## config.mk

```make
export PLATFORM = sky130hd
export DESIGN_NAME = mod_unit_32bit_flat
export DESIGN_NICKNAME = d
export VERILOG_FILES = /design/src/rtl/mod_unit_32bit_if.sv /design/src/rtl/mod_unit_32bit.sv /design/src/flat_wrapper.sv
export SDC_FILE = /design/constraint.sdc
export NUM_CORES = 1
export LEC_CHECK = 0
export CORE_UTILIZATION = 45
export DETAILED_ROUTE_END_ITERATION = 10
export PLACE_DENSITY = 0.67
export SLEW_MARGIN = 20
export SYNTH_ARGS = -nofsm -noshare
export SYNTH_HDL_FRONTEND = slang
export SYNTH_SLANG_ARGS = --single-unit
```

## constraint.sdc

```tcl
create_clock -name clk -period 8.3 [get_ports clk]
set_clock_uncertainty 0.05 [all_clocks]
set_input_delay 1.66 -clock clk [delete_from_list [all_inputs] [get_ports clk]]
set_output_delay 1.66 -clock clk [all_outputs]
set_load 0.05 [all_outputs]
```

## src/rtl/mod_unit_32bit_if.sv

```systemverilog
// Handshake and operand bus between the ALU controller and the modulo unit.
interface mod_unit_32bit_if #(
  parameter int WIDTH = 32
);
  logic             start;
  logic [WIDTH-1:0] op_a;
  logic [WIDTH-1:0] op_b;
  logic [WIDTH-1:0] op_mod;
  logic             busy;
  logic             done;
  logic             div_by_zero;

  modport master (
    output start, op_a, op_b,
    input  op_mod, busy, done, div_by_zero
  );

  modport slave (
    input  start, op_a, op_b,
    output op_mod, busy, done, div_by_zero
  );
endinterface

```

## src/rtl/mod_unit_32bit.sv

```systemverilog
// Sequential unsigned modulo (restoring shift-subtract, one bit per clock).
// Produces op_mod for the ALU result selector and holds it between operations.
module mod_unit_32bit #(
  parameter int WIDTH = 32
) (
  input  logic              clk,
  input  logic              rst_n,
  mod_unit_32bit_if.slave   bus
);
  localparam int CNT_W = $clog2(WIDTH + 1);

  typedef enum logic [1:0] {IDLE, CALC, DONE} state_t;

  state_t           state_q, state_d;
  logic [WIDTH-1:0] rem_q, rem_d;
  logic [WIDTH-1:0] dvd_q, dvd_d;
  logic [WIDTH-1:0] dvs_q, dvs_d;
  logic [WIDTH-1:0] mod_q, mod_d;
  logic [CNT_W-1:0] cnt_q, cnt_d;
  logic             dbz_q, dbz_d;

  logic [WIDTH:0]   shifted;
  logic [WIDTH:0]   trial;
  logic             fits;
  logic             lastStep;
  logic             accept;
  logic             zeroDiv;

  // The shifted value carries one extra bit so a divisor above 2^(WIDTH-1)
  // cannot overflow; after subtraction the remainder always fits in WIDTH bits.
  assign shifted  = {rem_q, dvd_q[WIDTH-1]};
  assign fits     = shifted >= {1'b0, dvs_q};
  assign trial    = fits ? (shifted - {1'b0, dvs_q}) : shifted;
  assign lastStep = (cnt_q == CNT_W'(WIDTH - 1));
  assign zeroDiv  = (bus.op_b == '0);
  assign accept   = (state_q == IDLE) && bus.start;

  always_ff @(posedge clk or negedge rst_n) begin
    if (!rst_n) begin
      state_q <= IDLE;
      rem_q   <= '0;
      dvd_q   <= '0;
      dvs_q   <= '0;
      mod_q   <= '0;
      cnt_q   <= '0;
      dbz_q   <= 1'b0;
    end else begin
      state_q <= state_d;
      rem_q   <= rem_d;
      dvd_q   <= dvd_d;
      dvs_q   <= dvs_d;
      mod_q   <= mod_d;
      cnt_q   <= cnt_d;
      dbz_q   <= dbz_d;
    end
  end

  always_comb begin
    state_d = state_q;
    unique case (state_q)
      IDLE:    if (bus.start) state_d = zeroDiv ? DONE : CALC;
      CALC:    if (lastStep) state_d = DONE;
      DONE:    state_d = IDLE;
      default: state_d = IDLE;
    endcase
  end

  always_comb begin
    rem_d = rem_q;
    dvd_d = dvd_q;
    dvs_d = dvs_q;
    mod_d = mod_q;
    cnt_d = cnt_q;
    dbz_d = dbz_q;
    if (accept) begin
      if (zeroDiv) begin
        mod_d = bus.op_a;
        dbz_d = 1'b1;
      end else begin
        dvd_d = bus.op_a;
        dvs_d = bus.op_b;
        rem_d = '0;
        cnt_d = '0;
        dbz_d = 1'b0;
      end
    end else if (state_q == CALC) begin
      rem_d = trial[WIDTH-1:0];
      dvd_d = {dvd_q[WIDTH-2:0], 1'b0};
      cnt_d = cnt_q + 1'b1;
      if (lastStep) mod_d = trial[WIDTH-1:0];
    end
  end

  always_comb begin
    bus.busy        = (state_q == CALC);
    bus.done        = (state_q == DONE);
    bus.op_mod      = mod_q;
    bus.div_by_zero = dbz_q;
  end
endmodule

```

## src/flat_wrapper.sv

```systemverilog
// flat-port wrapper written by rule: the top's interface ports become plain ports
module mod_unit_32bit_flat 
#(
  parameter int WIDTH = 32
)
  (clk, rst_n, bus_start, bus_op_a, bus_op_b, bus_op_mod, bus_busy, bus_done, bus_div_by_zero);
  mod_unit_32bit_if #(.WIDTH(WIDTH)) bus_i ();
  input  logic clk;
  input  logic rst_n;
  input wire logic [$bits(bus_i.start)-1:0] bus_start;
  input wire logic [$bits(bus_i.op_a)-1:0] bus_op_a;
  input wire logic [$bits(bus_i.op_b)-1:0] bus_op_b;
  output wire logic [$bits(bus_i.op_mod)-1:0] bus_op_mod;
  output wire logic [$bits(bus_i.busy)-1:0] bus_busy;
  output wire logic [$bits(bus_i.done)-1:0] bus_done;
  output wire logic [$bits(bus_i.div_by_zero)-1:0] bus_div_by_zero;
  assign bus_i.start = bus_start;
  assign bus_i.op_a = bus_op_a;
  assign bus_i.op_b = bus_op_b;
  assign bus_op_mod = bus_i.op_mod;
  assign bus_busy = bus_i.busy;
  assign bus_done = bus_i.done;
  assign bus_div_by_zero = bus_i.div_by_zero;
  mod_unit_32bit #(.WIDTH(WIDTH)) u_core (.clk(clk), .rst_n(rst_n), .bus(bus_i));
endmodule
```

---- Word level (Yosys, flattened, before mapping) ----
Cells that the tools add are included.
storage, ports and cells
  register bits ........................... 137
  input bits .............................. 67
  output and inout port bits .............. 35
  logic and storage cells ................. 46
operators by class
  $add $sub $neg .......................... 2
  magnitude comparators ................... 1
  equality and inequality tests ........... 7
  mux-type cells .......................... 19
  bitwise gates (word level) .............. 1
  reduce and logical (&&, ||, !) cells .... 9
operators with widths
  kind                                                              count
  32-bit two-way mux                                                11
  33-bit by 32-bit >= comparator with 1-bit output                  1
  32-bit zero test                                                  1
  32-bit subtractor                                                 1
  6-bit two-way mux                                                 3
  6-bit by 1-bit adder with 6-bit output (second input constant)    1
  6-bit by 5-bit == test with 1-bit output (second input constant)  1
  2-bit two-way mux                                                 3
  2-bit != test (second input constant)                             3
  2-bit AND reduction                                               3
  2-bit one-hot mux with 2 select lines                             1
  2-bit nonzero test                                                2
  3-bit AND reduction                                               1
  2-bit by 1-bit == test with 1-bit output (second input constant)  1
  2-bit == test (second input constant)                             1
  2-bit zero test                                                   1
  2-bit by 1-bit != test with 1-bit output (second input constant)  1
  1-bit logical AND                                                 1
  1-bit two-way mux                                                 1
  1-bit NOT                                                         1

---- Logic depth before layout (Yosys ltp) ----
Gate-level depths: netlist (run 1).
  depth in word-level cells ............... 5
  depth in mapped cells ................... 12
  mapped depth without buffers ............ 12

---- Worst setup path before layout (run 1) ----
Ideal clock, no wire load.
  path kind ............................... input to register
  start ................................... in bus_op_b[26]
  end ..................................... reg u_core.mod_q[27], in the netlist u_core.bus.op_mod[27]
  setup time .............................. 0.133 ns
  arrival ................................. 3.214 ns
  required time ........................... 8.117 ns
  setup slack ............................. 4.903 ns
  cell stages on the path ................. 8
  buffers on the path ..................... 1
  path through ............................ nor4_1 -> nand4_1 -> o21ai_1 -> o21ai_0 -> clkbuf_1 -> or3_1 -> o21ai_0 -> a21oi_1
between the ends
  cells in the longest elaborated chain, start to end .. 3
RTL lines
  element                               RTL line              text
  from (decl)                           flat_wrapper.sv:12    input wire logic [$bits(bus_i.op_b)-1:0] bus_op_b;
  32-bit zero test                      mod_unit_32bit.sv:35  assign zeroDiv = (bus.op_b == '0);
  2-bit != test (no source line)        n/a
  3-bit AND reduction (no source line)  n/a
  to (signal assigned)                  mod_unit_32bit.sv:52  mod_q <= mod_d;
  to (decl)                             mod_unit_32bit.sv:18  logic [WIDTH-1:0] mod_q, mod_d;
No other way between the ends.
A chain may end at the register's enable or synchronous reset.

---- Final worst setup path (run 1) ----
  start ................................... in bus_op_b[27]
  end ..................................... reg u_core.mod_q[14], in the netlist u_core.bus.op_mod[14]
The elaborated chain is that of the path after synthesis.

==> metrics, run 1 <==
number of global-route vias before repair=6,380; maximum frequency from static timing analysis=228 MHz; Yosys reg bits=137; overall overflow remaining after global route=0; share of synthesized area occupied by flip-flops and latches=43.8%; detailed-router iteration count before antenna repair=5; Register-to-Register Setup Slack=roughly 4800 ps; RSZ-0062 raised after global routing=no; Warnings, synthesis=0; slew at the pin closest to its max-slew limit=959 ps; final worst path period share=52.9%; worst hold-check path type=flop to flop; Min-Delay Path Depth=2; Area contributors post-synth=dfrtp_1 (44%), nand2_1 (7.1%), ha_1 (5.3%), mux2_2 (4.9%), mux2i_1 (4.0%); count of antenna-violating nets left after detailed routing=0; number of vias per cell after detailed routing=5.71; Inst Count DP=1,125; post-CTS setup buffers=0; H-tree levels=4; result of the run=finished clean; DRC Markers=0; # hold bufs at CTS=0; hold path startpoint=u_core.bus.op_mod[16]$_DFFE_PN0P_; stage delay of the slowest cell on the critical path=650 ps; number of placed I/O pins=around 100; fraction of synthesized cell area taken by the top area cell type=a little over two fifths; per-cell routed wire length=18.0 um; pin count of the biggest net entering global routing=78; CTS tree=done; total length of routed met2 wires=10.1 mm; Worst Hold Endpoint=u_core.bus.op_mod[16]$_DFFE_PN0P_; CP Launch Type=primary input; cell count after synthesis=between 800 and 900; crit end category=flop; TritonCTS sink count=around 140; number of I/O port buffers=101; diode count=0; largest fanout on the critical path=39; R2R Path Start=u_core.dvs_q[15]$_DFFE_PN0P_; final critical path time including I/O delays and setup=~4400 ps; area inside the core boundary=0.0168 mm2; initial antenna violation count=0; maxcap violations=0; required time at the endpoint of the critical path=approximately 8600 ps; post_cts resized=0; most used standard cells in the synthesized netlist=nand2_1 (147), dfrtp_1 (137), o21ai_0 (53); total wirelength of the detailed-routed design=approximately 21 mm; global-route total usage across every layer=around a quarter; Top delay family on crit path=buffers and inverters; worst setup path class=primary input to flop; height of the chip=about 130 um; worst slew margin relative to its limit=35.2%; most frequently used cell type in the post-synthesis netlist=nand2_1; cell area after technology mapping=0.00783 mm2; clock latency of the later-clocked register in the worst-skew pair=between 400 and 500 ps; post-synth top area cell=dfrtp_1; nets in the synthesized netlist=950; worst-path cell with the longest stage delay=o21ai_4; main flop type after synthesis=dfrtp_1; hpwl dp=between 10 and 15 mm; final RePlAce weighted congestion=0.844; Reg2Reg Depth=10; WL met1=9.39 mm; global-route wire length before repair=33.6 mm; worst reg2reg path endpoint=u_core.bus.op_mod[9]$_DFFE_PN0P_; DR vias=6,601; CP Data Arrival Time=4640 ps; proportion of synthesized flip-flops having asynchronous set or reset=100%; Buffers & Inverters on Critical Path=3; share of post-route cells with drive strength above 1=about a tenth; Post-Syn Area per Cell=~9.2 um2; number of synthesized flops with an enable pin=0; Initial Utilization=between 40 and 50%; final sum of negative setup slack=0 ps; sum of met3 wire segment lengths after detailed routing=820 um; number of buffers created by CTS=17; worst slack on hold paths=~450 ps; final net count=1,026; clock-pin slew on the worst setup and hold paths=about 60 ps; area growth from synthesis to layout=23.4%; highest routing layer actually used=met4; CP Cell Sequence=clkdlybuf4s50_1, nor4_1, nand4_1, o21ai_4, o21ai_2, buf_4, clkinv_1, nand2_1, o22a_1; Netlist cell types=~60; count of final hold-check violations=0; root buffer cell=clkbuf_16; deepest clock path buffer count=2; max-slew violation count=0; Finish-stage setup viols=0; row cnt=47; die width=134 um; floorplan die area=0.0179 mm2; non-filler instance count after layout=1,157; number of DRC markers after the initial detailed-route iteration=411
-- kinds of logic (layout without fill, tap and decap cells) --
family,Yosys count,count (layout),synth area share (%)
simple gates,272,272,15.6
buf+inv,91,179,4.68
compound gates,216,216,17.6
fa+ha+maj,34,34,5.53
flops,137,137,43.8
mux,66,66,9.05
xor+xnor,33,33,3.69
-- area by class of cell --
type | instances | area, um2
Clock inverter | 13 | 224
Multi-Input combinational cell | 621 | 4060
Fill cell | 1512 | 7100
Sequential cell | 137 | 3430
Clock buffer | 18 | 439
Timing Repair Buffer | 109 | 1090
Inverter | 39 | 146
Tap cell | 220 | 275
-- metal layers --
layer | GRT usage [%] | up-vias
li1 | - | 3176
met1 | 32.4 | 3241
met2 | 39.8 | 157
met3 | 4.23 | 27
met4 | 8.27 | 0
met5 | 0 | -
-- placed cells by master (no fill, tap or decap), types with 17 or more instances in the layout --
| cell | Yosys | layout |
|---|---|---|
| ha_1 | 33 | 33 |
| nor2_1 | 51 | 51 |
| a31oi_1 | 39 | 39 |
| clkbuf_16 | 0 | 17 |
| inv_1 | 38 | 38 |
| clkdlybuf4s50_1 | 0 | 100 |
| xor2_1 | 17 | 17 |
| dfrtp_1 | 137 | 137 |
| mux2_2 | 34 | 34 |
| o21ai_0 | 53 | 52 |
| mux2i_1 | 31 | 31 |
| nand2_1 | 147 | 146 |
| a21oi_1 | 50 | 50 |
-- flip-flops by register name (all words and copies together), names as in the netlist --
register and flops:
u_core.dvd_q 32, u_core.dvs_q 32, u_core.rem_q 32, u_core.cnt_q 6, u_core.bus.div_by_zero 1, u_core.bus.op_mod 32, u_core.state_q 2
-- stage by stage --
stage | setup slack [ps] | cell area [um2] | utilization (%)
floorplan | 4900 | 7830 | -
global placement | 3060 | 8960 | 53.5
detailed placement | 3100 | 8960 | 53.5
CTS | 3550 | 9630 | 57.4
global route | 3660 | 9660 | 57.6
finish | 3910 | 9660 | 57.6
-- how the worst max path moves through the flow --
stage | from | end | slack (ps) | cells past startpoint
after floorplan | bus_op_b[26] | u_core.bus.op_mod[27]$_DFFE_PN0P_ | 4900 | 8
after global placement | bus_op_b[27] | u_core.rem_q[14]$_DFFE_PN0P_ | 3060 | 6
after detailed placement | bus_op_b[27] | u_core.rem_q[14]$_DFFE_PN0P_ | 3100 | 6
after CTS | bus_op_b[27] | u_core.rem_q[14]$_DFFE_PN0P_ | 3550 | 6
after global routing | bus_op_b[27] | u_core.bus.op_mod[28]$_DFFE_PN0P_ | 3660 | 9
final | bus_op_b[27] | u_core.bus.op_mod[14]$_DFFE_PN0P_ | 3910 | 9
-- worst min-delay path, delay by kind of cell, from the launching register on --
| kind | cells | cell delay [ps] |
|---|---|---|
| AOI/OAI and AO/OA | 1 | 60 |
| DFF | 1 | 340 |
| and+or+nand+nor | 1 | 50 |
Power of run 1 is left out: the tool's default activity adds up to more than one toggle a clock period on the data nets, which glitch-free logic cannot reach.
==> run 2: changes to the inputs <==
- clock period: 8.3 -> 4.2 ns (I/O delays scaled with it)
==> run 2 against run 1 <==
Setup slack got worse by 3200 ps. First-iteration DRC count increased by 3.9%. Cell count increased by 0.43%. Flip-flop and latch count unchanged. Sequential share of layout area increased by 0.19 points. Non-clock buffer count increased by 4. Clock-buffer cell count increased by 4. Routed wire length increased by 0.19%. Via count decreased by 0.27%. Critical endpoint is now u_core.bus.op_mod[7]$_DFFE_PN0P_. Cell area decreased by 0.53%.
==> metrics, run 2 (same netlist as run 1, synthesis figures left out) <==
result of the run=finished clean; row cnt=47 (unchanged); number of global-route vias before repair=6,427 (+0.74%); total wirelength of the detailed-routed design=20.8 mm (+0.19%); worst reg2reg path endpoint=u_core.bus.op_mod[7]$_DFFE_PN0P_; worst setup path class=flop to flop; number of vias per cell after detailed routing=5.67 (-0.70%); Register-to-Register Setup Slack=670 ps (-4100 ps); overall overflow remaining after global route=0 (unchanged); count of final hold-check violations=0 (unchanged); largest fanout on the critical path=24 (-38%); final RePlAce weighted congestion=0.873 (+3.4%); final worst path period share=84.0%; post_cts resized=0 (unchanged); maximum frequency from static timing analysis=about 280 MHz; hpwl dp=15.0 mm (+0.52%); final critical path time including I/O delays and setup=3530 ps; CP Launch Type=flop; crit end category=flop; area growth from synthesis to layout=22.8%; worst slew margin relative to its limit=38.8% (+3.6 points); post-CTS setup buffers=0 (unchanged); area inside the core boundary=0.0168 mm2 (unchanged); H-tree levels=4 (unchanged); root buffer cell=clkbuf_16; global-route total usage across every layer=24.2% (-0.094 points); number of I/O port buffers=101 (unchanged); global-route wire length before repair=33.5 mm (-0.33%); clock latency of the later-clocked register in the worst-skew pair=420 ps (about the same); worst hold-check path type=flop to flop; number of placed I/O pins=102 (unchanged); required time at the endpoint of the critical path=4430 ps (-4120 ps); final net count=1,030 (+0.39%); detailed-router iteration count before antenna repair=5 (unchanged); height of the chip=134 um (unchanged); critical path launch point=u_core.rem_q[11]$_DFFE_PN0P_; CP Data Arrival Time=3760 ps (-880 ps); area used by multi-input combinational logic=0.00405 mm2 (-0.15%); final setup margin=672 ps (-3240 ps); die width=134 um (unchanged); share of post-route cells with drive strength above 1=9.98% (+0.053 points); Setup crit end=u_core.bus.op_mod[7]$_DFFE_PN0P_; slew at the pin closest to its max-slew limit=895 ps (-64.0 ps); DRC Markers=0 (unchanged); deepest clock path buffer count=2 (unchanged); per-cell routed wire length=17.9 um (-0.24%); pin count of the biggest net entering global routing=94 (+21%); Initial Utilization=46.7% (unchanged); commonest non-fill, non-tap cells in the layout=nand2_1 (146), dfrtp_1 (137), clkdlybuf4s50_1 (100); Reg2Reg Depth=9 (-1); # hold bufs at CTS=0 (unchanged); TritonCTS sink count=137 (unchanged); maxcap violations=0 (unchanged); diode count=0 (unchanged); area occupied by registers=0.00343 mm2 (unchanged); number of buffers created by CTS=17 (unchanged); DR vias=6,583 (-0.27%); initial antenna violation count=0 (unchanged); floorplan die area=0.0179 mm2 (unchanged); max-slew violation count=0 (unchanged); Post-Place Worst Slack=436 ps (-2660 ps); most frequent standard cell in the layout excluding fill and tap cells=nand2_1; number of DRC markers after the initial detailed-route iteration=427 (+3.9%); RSZ-0062 raised after global routing=no; final sum of negative setup slack=0 ps (unchanged); Finish-stage setup viols=0 (unchanged); CTS tree=done; clock-pin slew on the worst setup and hold paths=60 ps (about the same); count of antenna-violating nets left after detailed routing=0 (unchanged); R2R Path Start=u_core.rem_q[11]$_DFFE_PN0P_; filler cell count in the final layout=1,524 (+0.79%)
-- run 2: area by class of cell --
class	count	area share [%]
clock buffer	22	4.83
clock inverter	10	1.24
inverter	39	1.52
multi-input combinational	621	42.1
sequential	137	35.7
tap	220	2.86
timing repair buffer	113	11.7
-- run 2: layer usage --
metal  track usage [%]  vias to the layer above  wire (um)
met2              38.1                      155       9750
met4              11.0                        0        611
met3              4.31                       35        939
li1                  -                     3190          -
met1              32.5                     3203       9510
met5                 0                        -          0
-- run 2: worst min-delay path by stage --
stage	to	cells past startpoint	slack (ps)	from
2_1_floorplan	u_core.dvd_q[0]$_DFFE_PN0P_	2	400	u_core.dvd_q[0]$_DFFE_PN0P_
3_3_place_gp	u_core.dvd_q[0]$_DFFE_PN0P_	2	420	u_core.dvd_q[0]$_DFFE_PN0P_
3_5_place_dp	u_core.bus.op_mod[8]$_DFFE_PN0P_	2	420	u_core.bus.op_mod[8]$_DFFE_PN0P_
4_1_cts	u_core.cnt_q[4]$_DFFE_PN0P_	1	450	u_core.cnt_q[4]$_DFFE_PN0P_
5_1_grt	u_core.cnt_q[4]$_DFFE_PN0P_	1	460	u_core.cnt_q[4]$_DFFE_PN0P_
6_report	u_core.cnt_q[4]$_DFFE_PN0P_	1	450	u_core.cnt_q[4]$_DFFE_PN0P_
-- run 2: critical path, stage by stage, from the launching register on --
cell,delay [ps]
dfrtp_1,410
ha_1,400
a21oi_1,290
a21oi_1,150
o21ai_0,560
nor4_4,70
o32ai_4,330
buf_4,490
mux2i_1,420
o221ai_1,180
-- run 2: metrics by stage --
step	std cells	hold slack (ps)	utilization [%]	instance area, um2
2_1_floorplan	849	400	-	7830
3_3_place_gp	1130	417	53.9	9030
3_5_place_dp	1130	423	53.9	9030
4_1_cts	1162	447	57.3	9610
5_1_grt	1162	455	57.3	9610
6_report	1162	445	57.3	9610
Power of run 2 is left out for the same reason.
==> run 3: changes to the inputs <==
- clock period: 4.2 -> 3.7 ns (I/O delays scaled with it)
==> run 3 against run 2 <==
Register-to-register slack got worse by 370 ps. Non-clock buffer count increased by 5. Setup slack worse by 370 ps. First-iteration DRC count is 0.70% lower. Cell area is 0.70% higher. Critical path depth stayed put. Clock-buffer cell count unchanged. Die area unchanged. Flip-flop and latch count is the same. Fmax is 3.9% higher.
==> metrics, run 3 (same netlist as run 1, synthesis figures left out) <==
clock latency of the later-clocked register in the worst-skew pair=420 ps (about the same); Register-to-Register Setup Slack=300 ps (-370 ps); Buffers & Inverters on Critical Path=1 (unchanged); pin count of the biggest net entering global routing=78 (-17%); worst reg2reg path endpoint=u_core.bus.op_mod[4]$_DFFE_PN0P_; floorplan die area=0.0179 mm2 (unchanged); required time at the endpoint of the critical path=3930 ps (-500 ps); commonest non-fill, non-tap cells in the layout=nand2_1 (146), dfrtp_1 (137), clkdlybuf4s50_1 (100); final sum of negative setup slack=0 ps (unchanged); post-CTS setup buffers=0 (unchanged); max-slew violation count=0 (unchanged); DR vias=6,560 (-0.35%); height of the chip=134 um (unchanged); Post-Place Worst Slack=301 ps (-135 ps); root buffer cell=clkbuf_16; RSZ-0062 raised after global routing=no; worst setup path class=flop to flop; count of final hold-check violations=0 (unchanged); Top delay family on crit path=simple AND/OR/NAND/NOR gates; number of placed I/O pins=102 (unchanged); CP Data Arrival Time=3620 ps (-140 ps); initial antenna violation count=0 (unchanged); largest fanout on the critical path=23 (-4.2%); die width=134 um (unchanged); stage delay of the slowest cell on the critical path=670 ps (+110 ps); post-layout utilization of the core=57.7% (+0.40 points); crit end category=flop; number of DRC markers after the initial detailed-route iteration=424 (-0.70%); worst slew margin relative to its limit=49.4% (+11 points); final net count=1,035 (+0.49%); clock-pin slew on the worst setup and hold paths=60 ps (about the same); detailed-router iteration count before antenna repair=5 (unchanged); final worst path period share=91.8% (+7.8 points); share of post-route cells with drive strength above 1=10.7% (+0.69 points); Initial Utilization=46.7% (unchanged); per-cell routed wire length=18.1 um (+1.2%); area growth from synthesis to layout=23.6%; global-route wire length before repair=34.7 mm (+3.6%); row cnt=47 (unchanged); count of antenna-violating nets left after detailed routing=0 (unchanged); overall overflow remaining after global route=0 (unchanged); number of global-route vias before repair=6,604 (+2.8%); H-tree levels=4 (unchanged); R2R Path Start=u_core.rem_q[12]$_DFFE_PN0P_; area inside the core boundary=0.0168 mm2 (unchanged); # hold bufs at CTS=0 (unchanged); Finish-stage setup viols=0 (unchanged); most frequent standard cell in the layout excluding fill and tap cells=nand2_1; number of vias per cell after detailed routing=5.62 (-0.78%); worst hold-check path type=primary input to async pin; maximum frequency from static timing analysis=295 MHz (+3.9%); worst-path cell with the longest stage delay=nor4_1; diode count=0 (unchanged); DRC Markers=0 (unchanged); hpwl dp=15.7 mm (+4.1%); post_cts resized=0 (unchanged); deepest clock path buffer count=2 (unchanged); Reg2Reg Depth=9 (unchanged); global-route total usage across every layer=24.9% (+0.67 points); CP Launch Type=flop; TritonCTS sink count=137 (unchanged); result of the run=finished clean; final setup margin=305 ps (-368 ps); number of I/O port buffers=101 (unchanged); slew at the pin closest to its max-slew limit=758 ps (-137 ps); final RePlAce weighted congestion=0.883 (+1.2%); CP Cell Sequence=ha_1, nand4_1, nor4_1, a211oi_1, o22ai_1, o32ai_4, buf_12, mux2i_1, o221ai_1; worst slack on hold paths=309 ps (-136 ps); CTS tree=done; number of buffers created by CTS=17 (unchanged); total wirelength of the detailed-routed design=21.2 mm (+1.6%); maxcap violations=0 (unchanged); final critical path time including I/O delays and setup=3400 ps (-132 ps)
-- run 3: worst register-to-register path, stage by stage, from the launching register on --
cell and delay [ps]:
dfrtp_1 410, ha_1 480, nand4_1 220, nor4_1 670, a211oi_1 160, o22ai_1 270
o32ai_4 250, buf_12 250, mux2i_1 330, o221ai_1 180
-- run 3: area by class of cell --
cell class / instances / area, um2
Timing Repair Buffer: 118 / 1180
Sequential cell: 137 / 3430
Tap cell: 220 / 275
Inverter: 39 / 146
Clock inverter: 10 / 116
Fill cell: 1526 / 7080
Multi-Input combinational cell: 621 / 4050
Clock buffer: 22 / 484
-- run 3: worst max-delay path by stage --
stage,depth (start not counted),end,startpoint
floorplan,10,u_core.rem_q[14]$_DFFE_PN0P_,u_core.rem_q[0]$_DFFE_PN0P_
global placement,6,u_core.dvs_q[10]$_DFFE_PN0P_,bus_op_b[1]
detailed placement,6,u_core.dvs_q[5]$_DFFE_PN0P_,bus_op_b[1]
CTS,9,u_core.bus.op_mod[13]$_DFFE_PN0P_,u_core.rem_q[12]$_DFFE_PN0P_
global route,9,u_core.bus.op_mod[4]$_DFFE_PN0P_,u_core.rem_q[12]$_DFFE_PN0P_
finish,9,u_core.bus.op_mod[4]$_DFFE_PN0P_,u_core.rem_q[12]$_DFFE_PN0P_
-- run 3: routing by layer --
layer,routed length [um],GRT usage (%),share of wire (%)
met1,9350,32.1,44
met2,10200,41.4,48
met3,1140,5.56,5.4
met4,457,7.83,2.2
met5,0,0,0
-- run 3: per-stage QoR --
stage / cell area [um2] / cells
6_report: 9680 / 1167
5_1_grt: 9680 / 1167
4_1_cts: 9680 / 1167
3_5_place_dp: 9080 / 1135
3_3_place_gp: 9080 / 1135
2_1_floorplan: 7830 / 849
Power of run 3 is left out for the same reason.
